**config.mk**
```make
export PLATFORM = sky130hd
export DESIGN_NAME = mem_wb_stage_flat
export DESIGN_NICKNAME = d
export VERILOG_FILES = /design/src/rtl/mem_wb_stage_pkg.sv /design/src/rtl/mem_wb_stage_if.sv /design/src/rtl/mem_wb_stage_load_align.sv /design/src/rtl/mem_wb_stage.sv /design/src/flat_wrapper.sv
export SDC_FILE = /design/constraint.sdc
export NUM_CORES = 1
export LEC_CHECK = 0
export CORE_UTILIZATION = 35
export CTS_BUF_LIST = sky130_fd_sc_hd__clkbuf_16
export DETAILED_ROUTE_END_ITERATION = 10
export GPL_TIMING_DRIVEN = 0
export PLACE_DENSITY = 0.66
export SLEW_MARGIN = 10
export SYNTH_ARGS = -nofsm -noshare
export SYNTH_HDL_FRONTEND = slang
export SYNTH_SLANG_ARGS = --single-unit
export TNS_END_PERCENT = 1
```
**constraint.sdc**
```tcl
create_clock -name clk -period 4.07 [get_ports clk]
set_input_delay 1.221 -clock clk [delete_from_list [all_inputs] [get_ports clk]]
set_output_delay 1.221 -clock clk [all_outputs]
set_load 0.01 [all_outputs]
```
**src/rtl/mem_wb_stage_pkg.sv**
```systemverilog
// mem_wb_stage_pkg: write-back select and load funct3 encodings shared by decode, regfile and write-back
package mem_wb_stage_pkg;
  typedef enum logic [1:0] {WB_DMEM = 2'd0, WB_ALU = 2'd1, WB_PC4 = 2'd2} wb_sel_e;
  typedef enum logic [2:0] {
    F3_LB  = 3'b000,
    F3_LH  = 3'b001,
    F3_LW  = 3'b010,
    F3_LBU = 3'b100,
    F3_LHU = 3'b101
  } ld_f3_e;
endpackage

```
**src/rtl/mem_wb_stage_if.sv**
```systemverilog
// mem_wb_stage_if: memory-stage instruction fields handed to write-back
interface mem_wb_stage_if #(parameter int XLEN = 32);
  logic            m_valid;
  logic [4:0]      m_rd;
  logic            m_reg_we;
  logic [1:0]      m_WBSel;
  logic [XLEN-1:0] m_PC;
  logic [XLEN-1:0] m_ALU_out;
  logic [2:0]      m_funct3;
  modport master(output m_valid, m_rd, m_reg_we, m_WBSel, m_PC, m_ALU_out, m_funct3);
  modport slave(input m_valid, m_rd, m_reg_we, m_WBSel, m_PC, m_ALU_out, m_funct3);
endinterface

```
**src/rtl/mem_wb_stage_load_align.sv**
```systemverilog
// load_align: extracts and extends the addressed byte/half of a load word
module load_align
  import mem_wb_stage_pkg::*;
#(
  parameter int XLEN = 32
) (
  input  logic [XLEN-1:0] word,
  input  logic [2:0]      funct3,
  input  logic [1:0]      offset,
  output logic [XLEN-1:0] data
);
  logic [7:0]  b;
  logic [15:0] h;
  always_comb begin
    b = word[{offset, 3'b000} +: 8];
    h = word[{offset[1], 4'b0000} +: 16];
    data = (funct3 == F3_LB)  ? {{(XLEN-8){b[7]}}, b} :
           (funct3 == F3_LBU) ? {{(XLEN-8){1'b0}}, b} :
           (funct3 == F3_LH)  ? {{(XLEN-16){h[15]}}, h} :
           (funct3 == F3_LHU) ? {{(XLEN-16){1'b0}}, h} : word;
  end
endmodule

```
**src/rtl/mem_wb_stage.sv**
```systemverilog
// mem_wb_stage: MEM/WB pipeline register with load alignment, stall data hold and retire counter
module mem_wb_stage
  import mem_wb_stage_pkg::*;
#(
  parameter int XLEN  = 32,
  parameter int CNT_W = 64
) (
  input  logic             clk,
  input  logic             rst,
  mem_wb_stage_if.slave    m,
  input  logic             stall,
  input  logic             flush,
  input  logic [XLEN-1:0]  dmem_rdata,
  output logic             write_enable,
  output logic [4:0]       rd,
  output logic [1:0]       WBSel,
  output logic [XLEN-1:0]  PC,
  output logic [XLEN-1:0]  ALU_out,
  output logic [XLEN-1:0]  dmem_out,
  output logic [CNT_W-1:0] instret
);
  logic             valid_q, valid_d, reg_we_q, reg_we_d, hold_valid_q, hold_valid_d;
  logic [4:0]       rd_q, rd_d;
  logic [1:0]       wbsel_q, wbsel_d;
  logic [2:0]       f3_q, f3_d;
  logic [XLEN-1:0]  pc_q, pc_d, alu_q, alu_d, hold_q, hold_d, aligned;
  logic [CNT_W-1:0] instret_q, instret_d;
  always_comb begin
    valid_d      = stall ? valid_q  : m.m_valid && !flush;
    reg_we_d     = stall ? reg_we_q : m.m_reg_we;
    rd_d         = stall ? rd_q     : m.m_rd;
    wbsel_d      = stall ? wbsel_q  : m.m_WBSel;
    pc_d         = stall ? pc_q     : m.m_PC;
    alu_d        = stall ? alu_q    : m.m_ALU_out;
    f3_d         = stall ? f3_q     : m.m_funct3;
    // dmem_rdata is only valid in the first occupancy cycle, so latch it once a stall begins
    hold_valid_d = stall;
    hold_d       = (stall && !hold_valid_q) ? dmem_rdata : hold_q;
    instret_d    = instret_q + CNT_W'(valid_q && !stall);
  end
  always_ff @(posedge clk) begin
    if (rst) begin
      valid_q      <= 1'b0;
      reg_we_q     <= 1'b0;
      rd_q         <= '0;
      wbsel_q      <= '0;
      pc_q         <= '0;
      alu_q        <= '0;
      f3_q         <= '0;
      hold_valid_q <= 1'b0;
      hold_q       <= '0;
      instret_q    <= '0;
    end else begin
      valid_q      <= valid_d;
      reg_we_q     <= reg_we_d;
      rd_q         <= rd_d;
      wbsel_q      <= wbsel_d;
      pc_q         <= pc_d;
      alu_q        <= alu_d;
      f3_q         <= f3_d;
      hold_valid_q <= hold_valid_d;
      hold_q       <= hold_d;
      instret_q    <= instret_d;
    end
  end
  load_align #(.XLEN(XLEN)) u_align (
    .word  (hold_valid_q ? hold_q : dmem_rdata),
    .funct3(f3_q),
    .offset(alu_q[1:0]),
    .data  (aligned)
  );
  // empty slots show zero load data so outputs stay deterministic
  assign dmem_out     = valid_q ? aligned : '0;
  assign write_enable = valid_q && reg_we_q && (rd_q != 5'd0) && !stall;
  assign rd           = rd_q;
  assign WBSel        = wbsel_q;
  assign PC           = pc_q;
  assign ALU_out      = alu_q;
  assign instret      = instret_q;
endmodule

```
**src/flat_wrapper.sv**
```systemverilog
// flat-port wrapper written by rule: the top's interface ports become plain ports
module mem_wb_stage_flat import mem_wb_stage_pkg::*;
#(
  parameter int XLEN  = 32,
  parameter int CNT_W = 64
)
  (clk, rst, stall, flush, dmem_rdata, write_enable, rd, WBSel, PC, ALU_out, dmem_out, instret, m_m_valid, m_m_rd, m_m_reg_we, m_m_WBSel, m_m_PC, m_m_ALU_out, m_m_funct3);
  mem_wb_stage_if #(.XLEN(XLEN)) m_i ();
  input  logic clk;
  input  logic rst;
  input  logic stall;
  input  logic flush;
  input  logic [XLEN-1:0] dmem_rdata;
  output logic write_enable;
  output logic [4:0] rd;
  output logic [1:0] WBSel;
  output logic [XLEN-1:0] PC;
  output logic [XLEN-1:0] ALU_out;
  output logic [XLEN-1:0] dmem_out;
  output logic [CNT_W-1:0] instret;
  input wire logic [$bits(m_i.m_valid)-1:0] m_m_valid;
  input wire logic [$bits(m_i.m_rd)-1:0] m_m_rd;
  input wire logic [$bits(m_i.m_reg_we)-1:0] m_m_reg_we;
  input wire logic [$bits(m_i.m_WBSel)-1:0] m_m_WBSel;
  input wire logic [$bits(m_i.m_PC)-1:0] m_m_PC;
  input wire logic [$bits(m_i.m_ALU_out)-1:0] m_m_ALU_out;
  input wire logic [$bits(m_i.m_funct3)-1:0] m_m_funct3;
  assign m_i.m_valid = m_m_valid;
  assign m_i.m_rd = m_m_rd;
  assign m_i.m_reg_we = m_m_reg_we;
  assign m_i.m_WBSel = m_m_WBSel;
  assign m_i.m_PC = m_m_PC;
  assign m_i.m_ALU_out = m_m_ALU_out;
  assign m_i.m_funct3 = m_m_funct3;
  mem_wb_stage #(.XLEN(XLEN), .CNT_W(CNT_W)) u_core (.clk(clk), .rst(rst), .m(m_i), .stall(stall), .flush(flush), .dmem_rdata(dmem_rdata), .write_enable(write_enable), .rd(rd), .WBSel(WBSel), .PC(PC), .ALU_out(ALU_out), .dmem_out(dmem_out), .instret(instret));
endmodule
```
==> metrics.md, run 1 <==
| Metric | Value |
|---|---|
| Result of the run | `complete, but fails checks` |
| Failing checks | `setup timing` |
| Effective utilization at floorplan | `35.72%` |
| Detailed-route via count | `7919` |
| R2R setup slack | `0.74 ns` |
| Post-place setup slack | `-1.269 ns` |
| Post-Place Cells | `1512` |
| Final period demand of the worst path | `4.113 ns` |
| RSZ-0062 raised after global routing | `true` |
| Number of register bits inferred by synthesis | `173` |
| First-pass DRT Iterations | `4` |
| Hold Violations, Final | `0` |
| Arrival time of the worst setup path | `2.89 ns` |
| Count of warnings emitted by yosys | `0` |
| Horizontal die dimension | `154.0 um` |
| Count of maximum capacitance violations | `0` |
| Worst Hold Endpoint | `u_core.hold_q[5]` |
| Post-Route WL | `27010 um` |
| Area of the multi-input gates | `4451 um2` |
| Post-synthesis to final-layout area growth | `48.62%` |
| Upper clock frequency limit | `243.1 MHz` |
| Overall die area | `23720 um2` |
| Number of max-slew violations in the final report | `0` |
| Placer Congestion | `0.9114` |
| Highest ir drop seen on vdd | `255.7 uV` |
| Critical path start-end classification | `in -> out` |
| Largest net degree at the start of global routing | `17` |
| Iter 0 DRT Violations | `354` |
| Met2 Resource Use GR | `36.34%` |
| Endpoint of the worst register-to-register path | `u_core.instret[56]` |
| Initial antenna violation count | `1` |
| Number of standard-cell rows in the floorplan | `55` |
| Nets@finish | `1372` |
| Final setup slack of the worst path | `-0.04305 ns` |
| Global-route wire length before repair | `42000 um` |
| Busiest layer in global routing | `met2` |
| Total leakage power | `0.004516 uW` |
| Share of post-route cells with drive strength above 1 | `10.08%` |
| Routing usage on met1 | `29.53%` |
| Part of the Yosys area used for sequential elements | `42.82%` |
| Number of non-filler instances in the completed layout | `1556` |
| Startpoint of the worst hold path | `u_core.hold_q[5]` |
| Max-slew headroom | `48.43%` |
| DRC violations left | `0` |
| Slew at the pin closest to its max-slew limit | `0.7735 ns` |
| Aggregate global routing overflow | `0` |
| Reg clk slew, reported paths | `0.07 ns` |
| Gr usage total | `22.70%` |
| Sum of net half-perimeters after detailed placement | `20010 um` |
| DR vias/cell | `5.089` |
| Area of the mapped netlist | `8088 um2` |
| Setup-failing EPs final | `11` |
| Detailed-route wire length per cell | `17.36 um` |
| Clock sink count | `173` |
| Post-detailed-route count of antenna-violating nets | `0` |
| Synthesized area per cell | `8.513 um2` |
| Critical Path Start | `dmem_rdata[31]` |
| Clock root cell | `sky130_fd_sc_hd__clkbuf_16` |
| Critical path capture point type | `output pin` |
| Critical path startpoint category | `input pin` |
| Worst Reg-to-Reg Cells | `10` |
| CTS Buf Count | `17` |
| Maximum level of the CTS H-tree | `4` |
| Post-Syn Nets | `1064` |
| Fraction of the cycle the final worst path needs | `101.1%` |
| Clock buffer depth | `2` |
| Global routing met3 resource utilization | `6.426%` |
| Hold WC Path Type | `reg -> reg` |
| Crit Path Max Fanout | `3` |
| Worst hold path cell count | `2` |
| Clock latency on the worst-skew pair | `0.43 ns` |
| Boundary Pins | `280` |
| Number of instances in the synthesized netlist | `950` |
| Filler Cell Count | `2148` |
| Power Dens Cells | `335.8 nW/um2` |
| Layout Skew | `0.01513 ns` |
| Data required time at the worst endpoint | `2.85 ns` |
| Number of distinct standard cells referenced by the synthesized netlist | `47` |
| Number of buffer cells added on primary ports | `277` |
| Source of the worst register-to-register timing path | `u_core.valid_q` |
| Clock tree from TritonCTS | `yes` |
| Via count of the first global-routing pass | `7539` |
| Core box area | `22640 um2` |
| Sequential cell area | `3463 um2` |
| Die boundary height | `154.0 um` |
-- through the flow --
| step | cell area [um2] | hold slack, ns | power [uW] | TNS, ns | util [%] |
|---|---|---|---|---|---|
| 3_3_place_gp | 11220 | 0.4412 | 2389 | -39.83 | 49.54 |
| 6_report | 12020 | 0.4569 | 4037 | -0.3074 | 53.09 |
| 2_1_floorplan | 8088 | 0.4360 | 2095 | 0 | - |
| 5_1_grt | 12020 | 0.4702 | 4208 | -1.041 | 53.08 |
| 4_1_cts | 11960 | 0.4558 | 4079 | -0.3721 | 52.80 |
| 3_5_place_dp | 11220 | 0.4461 | 2395 | -39.86 | 49.54 |
-- Yosys cell counts, drive strengths merged --
library cell  instances  area share [%]
nor3                 15            0.93
nor4                 14             1.2
o21ba                 2            0.25
and2                  1           0.077
nand3b                3            0.28
or4                   9            0.93
xnor2                26             2.8
o41ai                 3            0.32
nand4                14             1.1
o31ai                 7            0.65
ha                    2            0.31
a311oi                2            0.22
or3                  11            0.85
xor2                  9            0.97
mux2                  8             1.1
clkbuf               51             2.4
nand2               130             6.0
or2                   5            0.39
a31oi                 5            0.39
a211oi                3            0.28
and3                  8            0.62
a31o                  2            0.22
a41o                  1            0.12
a21oi                83             5.1
nor3b                 1           0.093
buf                  11            0.56
or3b                  2            0.22
a21bo                 1            0.12
nor2                150             7.0
nor2b                 6            0.46
mux2i               101              13
inv                  17            0.79
nand4b                5            0.54
nand2b                5            0.39
nand3                22             1.4
mux4                 11             3.1
o211ai                3            0.28
o21ai                16            0.99
a21boi                1           0.093
or4b                  1            0.17
and4                  9            0.97
dfxtp               173              43
clkinv                1           0.046
-- cells in the final DEF, fill, tap and decap left out, types with 12 or more instances in the layout --
cell type,synthesis,routed
sky130_fd_sc_hd__nor3_1,15,15
sky130_fd_sc_hd__clkbuf_1,51,47
sky130_fd_sc_hd__nor2_1,150,149
sky130_fd_sc_hd__nand2_1,130,130
sky130_fd_sc_hd__buf_2,3,12
sky130_fd_sc_hd__clkbuf_16,0,17
sky130_fd_sc_hd__dfxtp_1,173,173
sky130_fd_sc_hd__a21oi_1,83,82
sky130_fd_sc_hd__clkdlybuf4s50_1,0,239
sky130_fd_sc_hd__nand3_1,21,20
sky130_fd_sc_hd__inv_1,17,18
sky130_fd_sc_hd__mux2i_1,101,94
sky130_fd_sc_hd__xnor2_1,26,26
sky130_fd_sc_hd__nand4_1,14,14
sky130_fd_sc_hd__o21ai_0,16,14
-- worst max path at each step --
| stage | end | cells past startpoint |
|---|---|---|
| finish | dmem_out[20] | 9 |
| floorplan | dmem_out[12] | 6 |
| CTS | dmem_out[7] | 8 |
| global placement | dmem_out[20] | 8 |
| detailed placement | dmem_out[20] | 8 |
| global route | dmem_out[7] | 8 |
-- metal layers --
metal  wire length (um)  vias to the layer above
li1                   -                     3914
met1              12260                     3714
met2              12340                      254
met3               1913                       37
met4                493                        0
met5                  0                        -
-- worst max-delay path, stage by stage --
cell and delay (ns):
sky130_fd_sc_hd__buf_6 0.09, sky130_fd_sc_hd__mux4_2 0.47, sky130_fd_sc_hd__mux2_4 0.32, sky130_fd_sc_hd__nor2b_4 0.15, sky130_fd_sc_hd__o21ai_4 0.19, sky130_fd_sc_hd__clkbuf_8 0.18
sky130_fd_sc_hd__buf_6 0.09, sky130_fd_sc_hd__nor2_1 0.04, sky130_fd_sc_hd__buf_2 0.14
-- kinds of logic (layout without fill, tap and decap cells) --
family,Yosys count,count (layout),synth area share [%]
xor+xnor,35,35,3.790
simple gates,411,411,23.58
mux,120,120,16.68
fa+ha+maj,2,2,0.3094
compound gates,129,129,9.066
other cells,0,1,0
buf+inv,80,400,3.759
flops,173,173,42.82
-- state kept, by name (all words and copies together), names as in the netlist --
register and flops:
u_core.hold_q 32, u_core.valid_q 1, u_core.WBSel 2, u_core.f3_q 3, u_core.ALU_out 32, u_core.hold_valid_q 1, u_core.rd 5, u_core.PC 32
u_core.reg_we_q 1, u_core.instret 64
-- repair_timing --
action / in CTS / in global routing
cloned: 1 / 0
gates resized for setup: 131 / 23
setup buffers: 9 / 2
pin swaps: 6 / 3
setup endpoints to repair: 37 / 45
hold buffers: 0 / 0
-- layout make-up --
class | instances | share of cell area [%]
inverters | 18 | 0.5621
flip-flops and latches | 173 | 28.81
clock inverters | 14 | 1.332
multi-input cells | 697 | 37.03
plain buffers | 62 | 2.186
well taps | 285 | 2.967
clock buffers | 17 | 3.539
repair buffers | 289 | 23.56
diodes | 1 | 0.02082
-- where the power goes --
part | internal [uW] | total, uW | switching (uW) | leakage (uW)
clock | 919 | 1650 | 736 | 0.000290
combinational | 308 | 589 | 281 | 0.00281
sequential | 1760 | 1790 | 38.5 | 0.00141
(Power assumes the default switching activity.)
==> run 2, diff against run 1 <==
Settings changed: PLACE_DENSITY 0.66 to 0.64.
Clock period 4.07 ns to 4.3 ns, I/O delays scaled along.
==> metrics.md, run 2 (synthesis gave the netlist of run 1 again) <==
| Metric | Value |
|---|---|
| Arrival time of the worst setup path | `2.97 ns (was 2.89 ns)` |
| Cell internal power dissipation | `2817 uW (was 2982 uW)` |
| Via count of the first global-routing pass | `7589 (was 7539)` |
| Flip-flop count of the largest register after layout | `64 (unchanged)` |
| Count of maximum capacitance violations | `0 (unchanged)` |
| Slew at the pin closest to its max-slew limit | `1.215 ns (was 0.7735 ns)` |
| Detailed-route via count | `7898 (was 7919)` |
| Placer Congestion | `0.9566 (was 0.9114)` |
| Most common cell after layout, fill and taps aside | `sky130_fd_sc_hd__clkdlybuf4s50_1 (unchanged)` |
| Effective utilization at floorplan | `35.72% (unchanged)` |
| DR vias/cell | `5.076 (was 5.089)` |
| Clock root cell | `sky130_fd_sc_hd__clkbuf_16 (unchanged)` |
| Crit Path Max Fanout | `4 (was 3)` |
| Global-route wire length before repair | `41680 um (was 42000 um)` |
| Slowest cell on the critical path | `sky130_fd_sc_hd__mux4_2 (unchanged)` |
| Clock tree from TritonCTS | `yes (unchanged)` |
| Data required time at the worst endpoint | `3.01 ns (was 2.85 ns)` |
| Number of hold buffers added after CTS | `0 (unchanged)` |
| Die boundary height | `154.0 um (unchanged)` |
| Share of post-route cells with drive strength above 1 | `8.655% (was 10.08%)` |
| Number of buffer cells added on primary ports | `277 (unchanged)` |
| Sum of net half-perimeters after detailed placement | `19750 um (was 20010 um)` |
| Post-detailed-route count of antenna-violating nets | `0 (unchanged)` |
| Gr usage total | `22.43% (was 22.70%)` |
| Number of buffers and inverters on the critical path | `5 (was 4)` |
| Critical path startpoint category | `input pin (unchanged)` |
| Critical path capture point type | `output pin (unchanged)` |
| Layout Skew | `0.01031 ns (was 0.01513 ns)` |
| Aggregate global routing overflow | `0 (unchanged)` |
| Post-synthesis to final-layout area growth | `48.03% (was 48.62%)` |
| First-pass DRT Iterations | `5 (was 4)` |
| Worst path top cell family by delay | `multiplexers (unchanged)` |
| Post-Route WL | `26460 um (was 27010 um)` |
| Delay of the slowest critical-path stage | `0.46 ns (was 0.47 ns)` |
| Share of power burned in registers | `44.7% (was 44.4%)` |
| Maximum level of the CTS H-tree | `4 (unchanged)` |
| Final period demand of the worst path | `4.257 ns` |
| Cell chain of the critical path | `buf_6, mux4_2, mux2_4, nor2b_4, o21ai_4, buf_6, buf_8, buf_6, nor2_1, buf_2 (was buf_6, mux4_2, mux2_4, nor2b_4, o21ai_4, clkbuf_8, buf_6, nor2_1, buf_2)` |
| RSZ-0062 raised after global routing | `true (unchanged)` |
| Clock buffer depth | `2 (unchanged)` |
| Total leakage power | `0.004540 uW (was 0.004516 uW)` |
| Detailed-route wire length per cell | `17.00 um (was 17.36 um)` |
| Setup-failing EPs final | `0 (was 11)` |
| Logic pwr share | `14.5% (was 14.6%)` |
| Net Switching | `984.7 uW (was 1055 uW)` |
| Clock latency on the worst-skew pair | `0.42 ns (was 0.43 ns)` |
| Cell occurring most often along the worst timing path | `sky130_fd_sc_hd__buf_6 (unchanged)` |
| Fraction of the cycle the final worst path needs | `98.99%` |
| DRC violations left | `0 (unchanged)` |
| Hold WC Path Type | `reg -> reg (unchanged)` |
| Number of non-filler instances in the completed layout | `1556 (unchanged)` |
| Nets@finish | `1372 (unchanged)` |
| Horizontal die dimension | `154.0 um (unchanged)` |
| Hold Violations, Final | `0 (unchanged)` |
| Highest ir drop seen on vdd | `244.8 uV (was 255.7 uV)` |
| Number of standard-cell rows in the floorplan | `55 (unchanged)` |
| Core box area | `22640 um2 (unchanged)` |
| Iter 0 DRT Violations | `344 (was 354)` |
| Upper clock frequency limit | `234.9 MHz` |
| Post-Place Cells | `1512 (unchanged)` |
| Initial antenna violation count | `1 (unchanged)` |
| Critical path start-end classification | `in -> out (unchanged)` |
| Clock network fraction of total power | `40.9% (was 41.0%)` |
| Reg clk slew, reported paths | `0.07 ns (about the same)` |
| Switching fraction of total power | `25.90% (was 26.13%)` |
| Boundary Pins | `280 (unchanged)` |
| Overall die area | `23720 um2 (unchanged)` |
| Inserted Diodes | `0 (was 1)` |
| Most frequent cells in the layout | `242 x sky130_fd_sc_hd__clkdlybuf4s50_1, 173 x sky130_fd_sc_hd__dfxtp_1, 149 x sky130_fd_sc_hd__nor2_1 (was 239 x sky130_fd_sc_hd__clkdlybuf4s50_1, 173 x sky130_fd_sc_hd__dfxtp_1, 149 x sky130_fd_sc_hd__nor2_1)` |
| Power Dens Cells | `317.6 nW/um2 (was 335.8 nW/um2)` |
| Clock sink count | `173 (unchanged)` |
| CTS Buf Count | `17 (unchanged)` |
| Number of max-slew violations in the final report | `0 (unchanged)` |
| Max-slew headroom | `18.24% (was 48.43%)` |
| Result of the run | `completed (was complete, but fails checks)` |
| Power Total | `3802 uW (was 4037 uW)` |
| Largest net degree at the start of global routing | `17 (unchanged)` |
| Hold Worst Slack | `0.4565 ns (was 0.4569 ns)` |
-- run 2: cell count changes in the layout (fill, tap and decap cells not counted), moves of 2 or more --
cell,before,now
sky130_fd_sc_hd__nor4_1,11,13
sky130_fd_sc_hd__clkdlybuf4s50_1,239,242
sky130_fd_sc_hd__buf_8,0,2
sky130_fd_sc_hd__dlygate4sd2_1,8,14
sky130_fd_sc_hd__buf_4,9,7
sky130_fd_sc_hd__clkbuf_2,5,2
sky130_fd_sc_hd__buf_2,12,10
sky130_fd_sc_hd__clkbuf_8,2,0
sky130_fd_sc_hd__mux2i_1,94,96
sky130_fd_sc_hd__clkinvlp_4,1,4
sky130_fd_sc_hd__clkdlybuf4s15_2,5,0
sky130_fd_sc_hd__clkinv_4,2,0
sky130_fd_sc_hd__clkbuf_1,47,49
-- run 2: path summary, 6_finish.rpt --
| kind | from | endpoint | slack [ns] | cells after the start |
|---|---|---|---|---|
| max reg2reg | u_core.valid_q | u_core.instret[48] | 0.88 | 9 |
| max | dmem_rdata[31] | dmem_out[27] | 0.04 | 10 |
| min | u_core.hold_q[4] | u_core.hold_q[4] | 0.46 | 2 |
| min reg2reg | u_core.hold_q[4] | u_core.hold_q[4] | 0.46 | 2 |
-- run 2: stage by stage --
step                      worst slack [ns]  TNS [ns]  cell area, um2  utilization [%]
final                              0.04332         0           11970            52.88
after global routing              -0.08772   -0.2540           11970            52.88
after CTS                          -0.1957   -0.2062           11920            52.63
after detailed placement            -1.246    -29.79           11220            49.54
after global placement              -1.185    -29.37           11220            49.54
after floorplan                     0.1103         0            8088                -
-- run 2: power groups by stage --
stage	registers [uW]	logic (uW)	clock network (uW)
floorplan	1740	239	0
global placement	1730	529	0
detailed placement	1730	532	0
CTS	1700	546	1590
global route	1700	595	1660
finish	1700	550	1550
-- run 2: layout make-up --
cell class	count	area (um2)
fill	2165	10670
multi-input combinational	697	4399
sequential	173	3463
timing repair buffer	289	2838
clock buffer	17	425.4
tap	285	356.6
buffer	62	262.8
clock inverter	15	160.2
inverter	18	67.56
-- run 2: what timing repair did --
action                                  4_1_cts  5_1_grt
gates cloned                                  1        0
buffers inserted                              9        2
endpoints found under the setup margin       33       25
pin swaps                                     3        2
resized for setup                           103       17
-- run 2: worst register-to-register path: cells and delay by family, from the launching register on --
family,cells,cell delay [ns]
AND/OR/NAND/NOR,4,1.71
adder cells (fa/ha/maj),2,0.45
buffers and inverters,1,0.21
flip-flops,1,0.50
AO/OA/AOI/OAI,2,0.47
-- run 2: metal layers --
layer	track usage, %	part of all wire (%)
met5	0	0.049
met4	6.810	1.6
met3	6.483	8.3
met2	35.97	46
met1	29.03	44
==> run 3, diff against run 2 <==
Settings changed: CORE_UTILIZATION 35 to 37, MAX_ROUTING_LAYER from default to met4, PLACE_DENSITY 0.64 to 0.67, RECOVER_POWER from default to 50.
==> metrics.md, run 3 (synthesis gave the netlist of run 1 again) <==
| Metric | Value |
|---|---|
| Max-slew headroom | `18.14% (was 18.24%)` |
| Count of maximum capacitance violations | `0 (unchanged)` |
| Post-Route WL | `26020 um (was 26460 um)` |
| Upper clock frequency limit | `226.5 MHz (was 234.9 MHz)` |
| Horizontal die dimension | `149.8 um (was 154.0 um)` |
| Maximum level of the CTS H-tree | `4 (unchanged)` |
| Worst hold path cell count | `2 (unchanged)` |
| Critical path capture point type | `output pin (unchanged)` |
| Sum of net half-perimeters after detailed placement | `19480 um (was 19750 um)` |
| Clock latency on the worst-skew pair | `0.42 ns (about the same)` |
| Number of max-slew violations in the final report | `0 (unchanged)` |
| Overall die area | `22450 um2 (was 23720 um2)` |
| Worst Reg-to-Reg Cells | `10 (was 9)` |
| Post-Route Utilization | `55.96% (was 52.88%)` |
| Hold Violations, Final | `0 (unchanged)` |
| Via count of the first global-routing pass | `7460 (was 7589)` |
| Area of the multi-input gates | `4398 um2 (was 4399 um2)` |
| Flip-flop count of the largest register after layout | `64 (unchanged)` |
| DR vias/cell | `5.150 (was 5.076)` |
| Nets@finish | `1368 (was 1372)` |
| Reg clk slew, reported paths | `0.06 ns (was 0.07 ns)` |
| Gr usage total | `23.84% (was 22.43%)` |
| Startpoint of the worst hold path | `u_core.hold_q[18] (was u_core.hold_q[4])` |
| Critical path start-end classification | `in -> out (unchanged)` |
| Source of the worst register-to-register timing path | `u_core.valid_q (unchanged)` |
| Most common cell after layout, fill and taps aside | `sky130_fd_sc_hd__clkdlybuf4s50_1 (unchanged)` |
| Sequential cell area | `3463 um2 (unchanged)` |
| Initial antenna violation count | `1 (unchanged)` |
| Critical path startpoint category | `input pin (unchanged)` |
| Share of post-route cells with drive strength above 1 | `8.366% (was 8.655%)` |
| CTS Buf Count | `17 (unchanged)` |
| Data required time at the worst endpoint | `3.01 ns (about the same)` |
| Iter 0 DRT Violations | `410 (was 344)` |
| Post-detailed-route count of antenna-violating nets | `0 (unchanged)` |
| Crit Path Max Fanout | `3 (was 4)` |
| Largest net degree at the start of global routing | `17 (unchanged)` |
| DRC violations left | `0 (unchanged)` |
| Filler Cell Count | `2010 (was 2165)` |
| Number of standard-cell rows in the floorplan | `53 (was 55)` |
| Number of hold buffers added after CTS | `0 (unchanged)` |
| Clock tree from TritonCTS | `yes (unchanged)` |
| Effective utilization at floorplan | `38.11% (was 35.72%)` |
| Aggregate global routing overflow | `0 (unchanged)` |
| Slew at the pin closest to its max-slew limit | `1.217 ns (was 1.215 ns)` |
| Post-place setup slack | `-1.178 ns (was -1.246 ns)` |
| Endpoint of the worst register-to-register path | `u_core.instret[56] (was u_core.instret[48])` |
| Total leakage power | `0.004590 uW (was 0.004540 uW)` |
| Failing checks | `setup timing` |
| Worst Hold Endpoint | `u_core.hold_q[18] (was u_core.hold_q[4])` |
| Clock sink count | `173 (unchanged)` |
| Boundary Pins | `280 (unchanged)` |
| Clock root cell | `sky130_fd_sc_hd__clkbuf_16 (unchanged)` |
| Die boundary height | `149.8 um (was 154.0 um)` |
| Power Dens Cells | `315.6 nW/um2 (was 317.6 nW/um2)` |
| First-pass DRT Iterations | `5 (unchanged)` |
| Detailed-route wire length per cell | `16.85 um (was 17.00 um)` |
| Result of the run | `complete, but fails checks (was completed)` |
| R2R setup slack | `0.93 ns (was 0.88 ns)` |
| Highest ir drop seen on vdd | `242.0 uV (was 244.8 uV)` |
| Fraction of the cycle the final worst path needs | `102.7% (was 98.99%)` |
| Most frequent cells in the layout | `183 x sky130_fd_sc_hd__clkdlybuf4s50_1, 173 x sky130_fd_sc_hd__dfxtp_1, 149 x sky130_fd_sc_hd__nor2_1 (was 242 x sky130_fd_sc_hd__clkdlybuf4s50_1, 173 x sky130_fd_sc_hd__dfxtp_1, 149 x sky130_fd_sc_hd__nor2_1)` |
| Placer Congestion | `0.9306 (was 0.9566)` |
| Hold WC Path Type | `reg -> reg (unchanged)` |
| Layout Skew | `0.009777 ns (was 0.01031 ns)` |
| Setup-failing EPs final | `2 (was 0)` |
| Arrival time of the worst setup path | `3.13 ns (was 2.97 ns)` |
| Final period demand of the worst path | `4.415 ns (was 4.257 ns)` |
| Core box area | `21220 um2 (was 22640 um2)` |
| Number of buffer cells added on primary ports | `277 (unchanged)` |
| Post-synthesis to final-layout area growth | `46.83% (was 48.03%)` |
| Detailed-route via count | `7952 (was 7898)` |
| RSZ-0062 raised after global routing | `true (unchanged)` |
| Clock buffer depth | `2 (unchanged)` |
| Global-route wire length before repair | `40500 um (was 41680 um)` |
| Final setup slack of the worst path | `-0.1152 ns (was 0.04332 ns)` |
[run 3: cell types whose count changed in the layout (fill, tap and decap cells not counted), sizes merged]
cell	change
inv	-3
clkinv	+5
dlygate4sd3	+60
clkdlybuf4s50	-59
dlygate4sd2	-3
buf	-8
clkdlybuf4s15	+3
clkbuf	+6
clkinvlp	-2
diode	+2
dlymetal6s2s	-3
[run 3: repair_timing]
| action | 4_1_cts | 5_1_grt |
|---|---|---|
| gates resized for setup | 102 | 15 |
| setup endpoints to repair | 34 | 28 |
| pin swaps | 2 | 2 |
| setup buffers | 7 | 0 |
| gates cloned | 1 | 0 |
[run 3: cell type report]
cell class / count / area share, %
clock inverter: 15 / 1.212
multi-input combinational: 697 / 37.04
sequential: 173 / 29.16
antenna: 2 / 0.04215
inverter: 18 / 0.5690
buffer: 62 / 2.170
clock buffer: 17 / 3.582
timing repair buffer: 285 / 23.33
tap: 275 / 2.897
[run 3: how the worst max path moves through the flow]
stage / startpoint / cells after the start / slack, ns / endpoint
after CTS: dmem_rdata[16] / 5 / -0.19 / dmem_out[0]
after floorplan: dmem_rdata[31] / 6 / 0.11 / dmem_out[12]
after global routing: dmem_rdata[4] / 7 / -0.17 / dmem_out[4]
after global placement: dmem_rdata[23] / 8 / -1.20 / dmem_out[22]
after detailed placement: dmem_rdata[23] / 8 / -1.18 / dmem_out[22]
final: dmem_rdata[9] / 6 / -0.12 / dmem_out[1]
[run 3: power by group]
part	switching, uW	internal [uW]
logic	258	274
clock network	665	855
registers	33.5	1660
total	957	2790
[run 3: worst max-delay path, stage by stage]
cell and delay (ns):
sky130_fd_sc_hd__clkdlybuf4s50_1 0.53, sky130_fd_sc_hd__mux2i_1 0.10, sky130_fd_sc_hd__nand2_1 0.08, sky130_fd_sc_hd__o211ai_1 0.11, sky130_fd_sc_hd__a311oi_2 0.41, sky130_fd_sc_hd__clkdlybuf4s50_1 0.61
[run 3: routing by layer]
| layer | vias to the layer above | global-route usage [%] | share of wire (%) |
|---|---|---|---|
| met5 | - | - | 0 |
| met4 | 0 | 7.222 | 1.9 |
| met3 | 32 | 5.366 | 7.6 |
| met2 | 293 | 38.24 | 47 |
| met1 | 3730 | 29.74 | 44 |
| li1 | 3897 | - | - |
[run 3: stage by stage]
| step | std cells | TNS, ns | instance area, um2 | hold WS [ns] | power [uW] |
|---|---|---|---|---|---|
| 3_3_place_gp | 1502 | -30.26 | 11200 | 0.4414 | 2258 |
| 2_1_floorplan | 950 | 0 | 8088 | 0.4360 | 1983 |
| 6_report | 1544 | -0.1544 | 11880 | 0.4549 | 3747 |
| 5_1_grt | 1543 | -0.5962 | 11870 | 0.4699 | 3905 |
| 3_5_place_dp | 1502 | -29.93 | 11200 | 0.4463 | 2263 |
| 4_1_cts | 1542 | -0.3592 | 11860 | 0.4554 | 3796 |
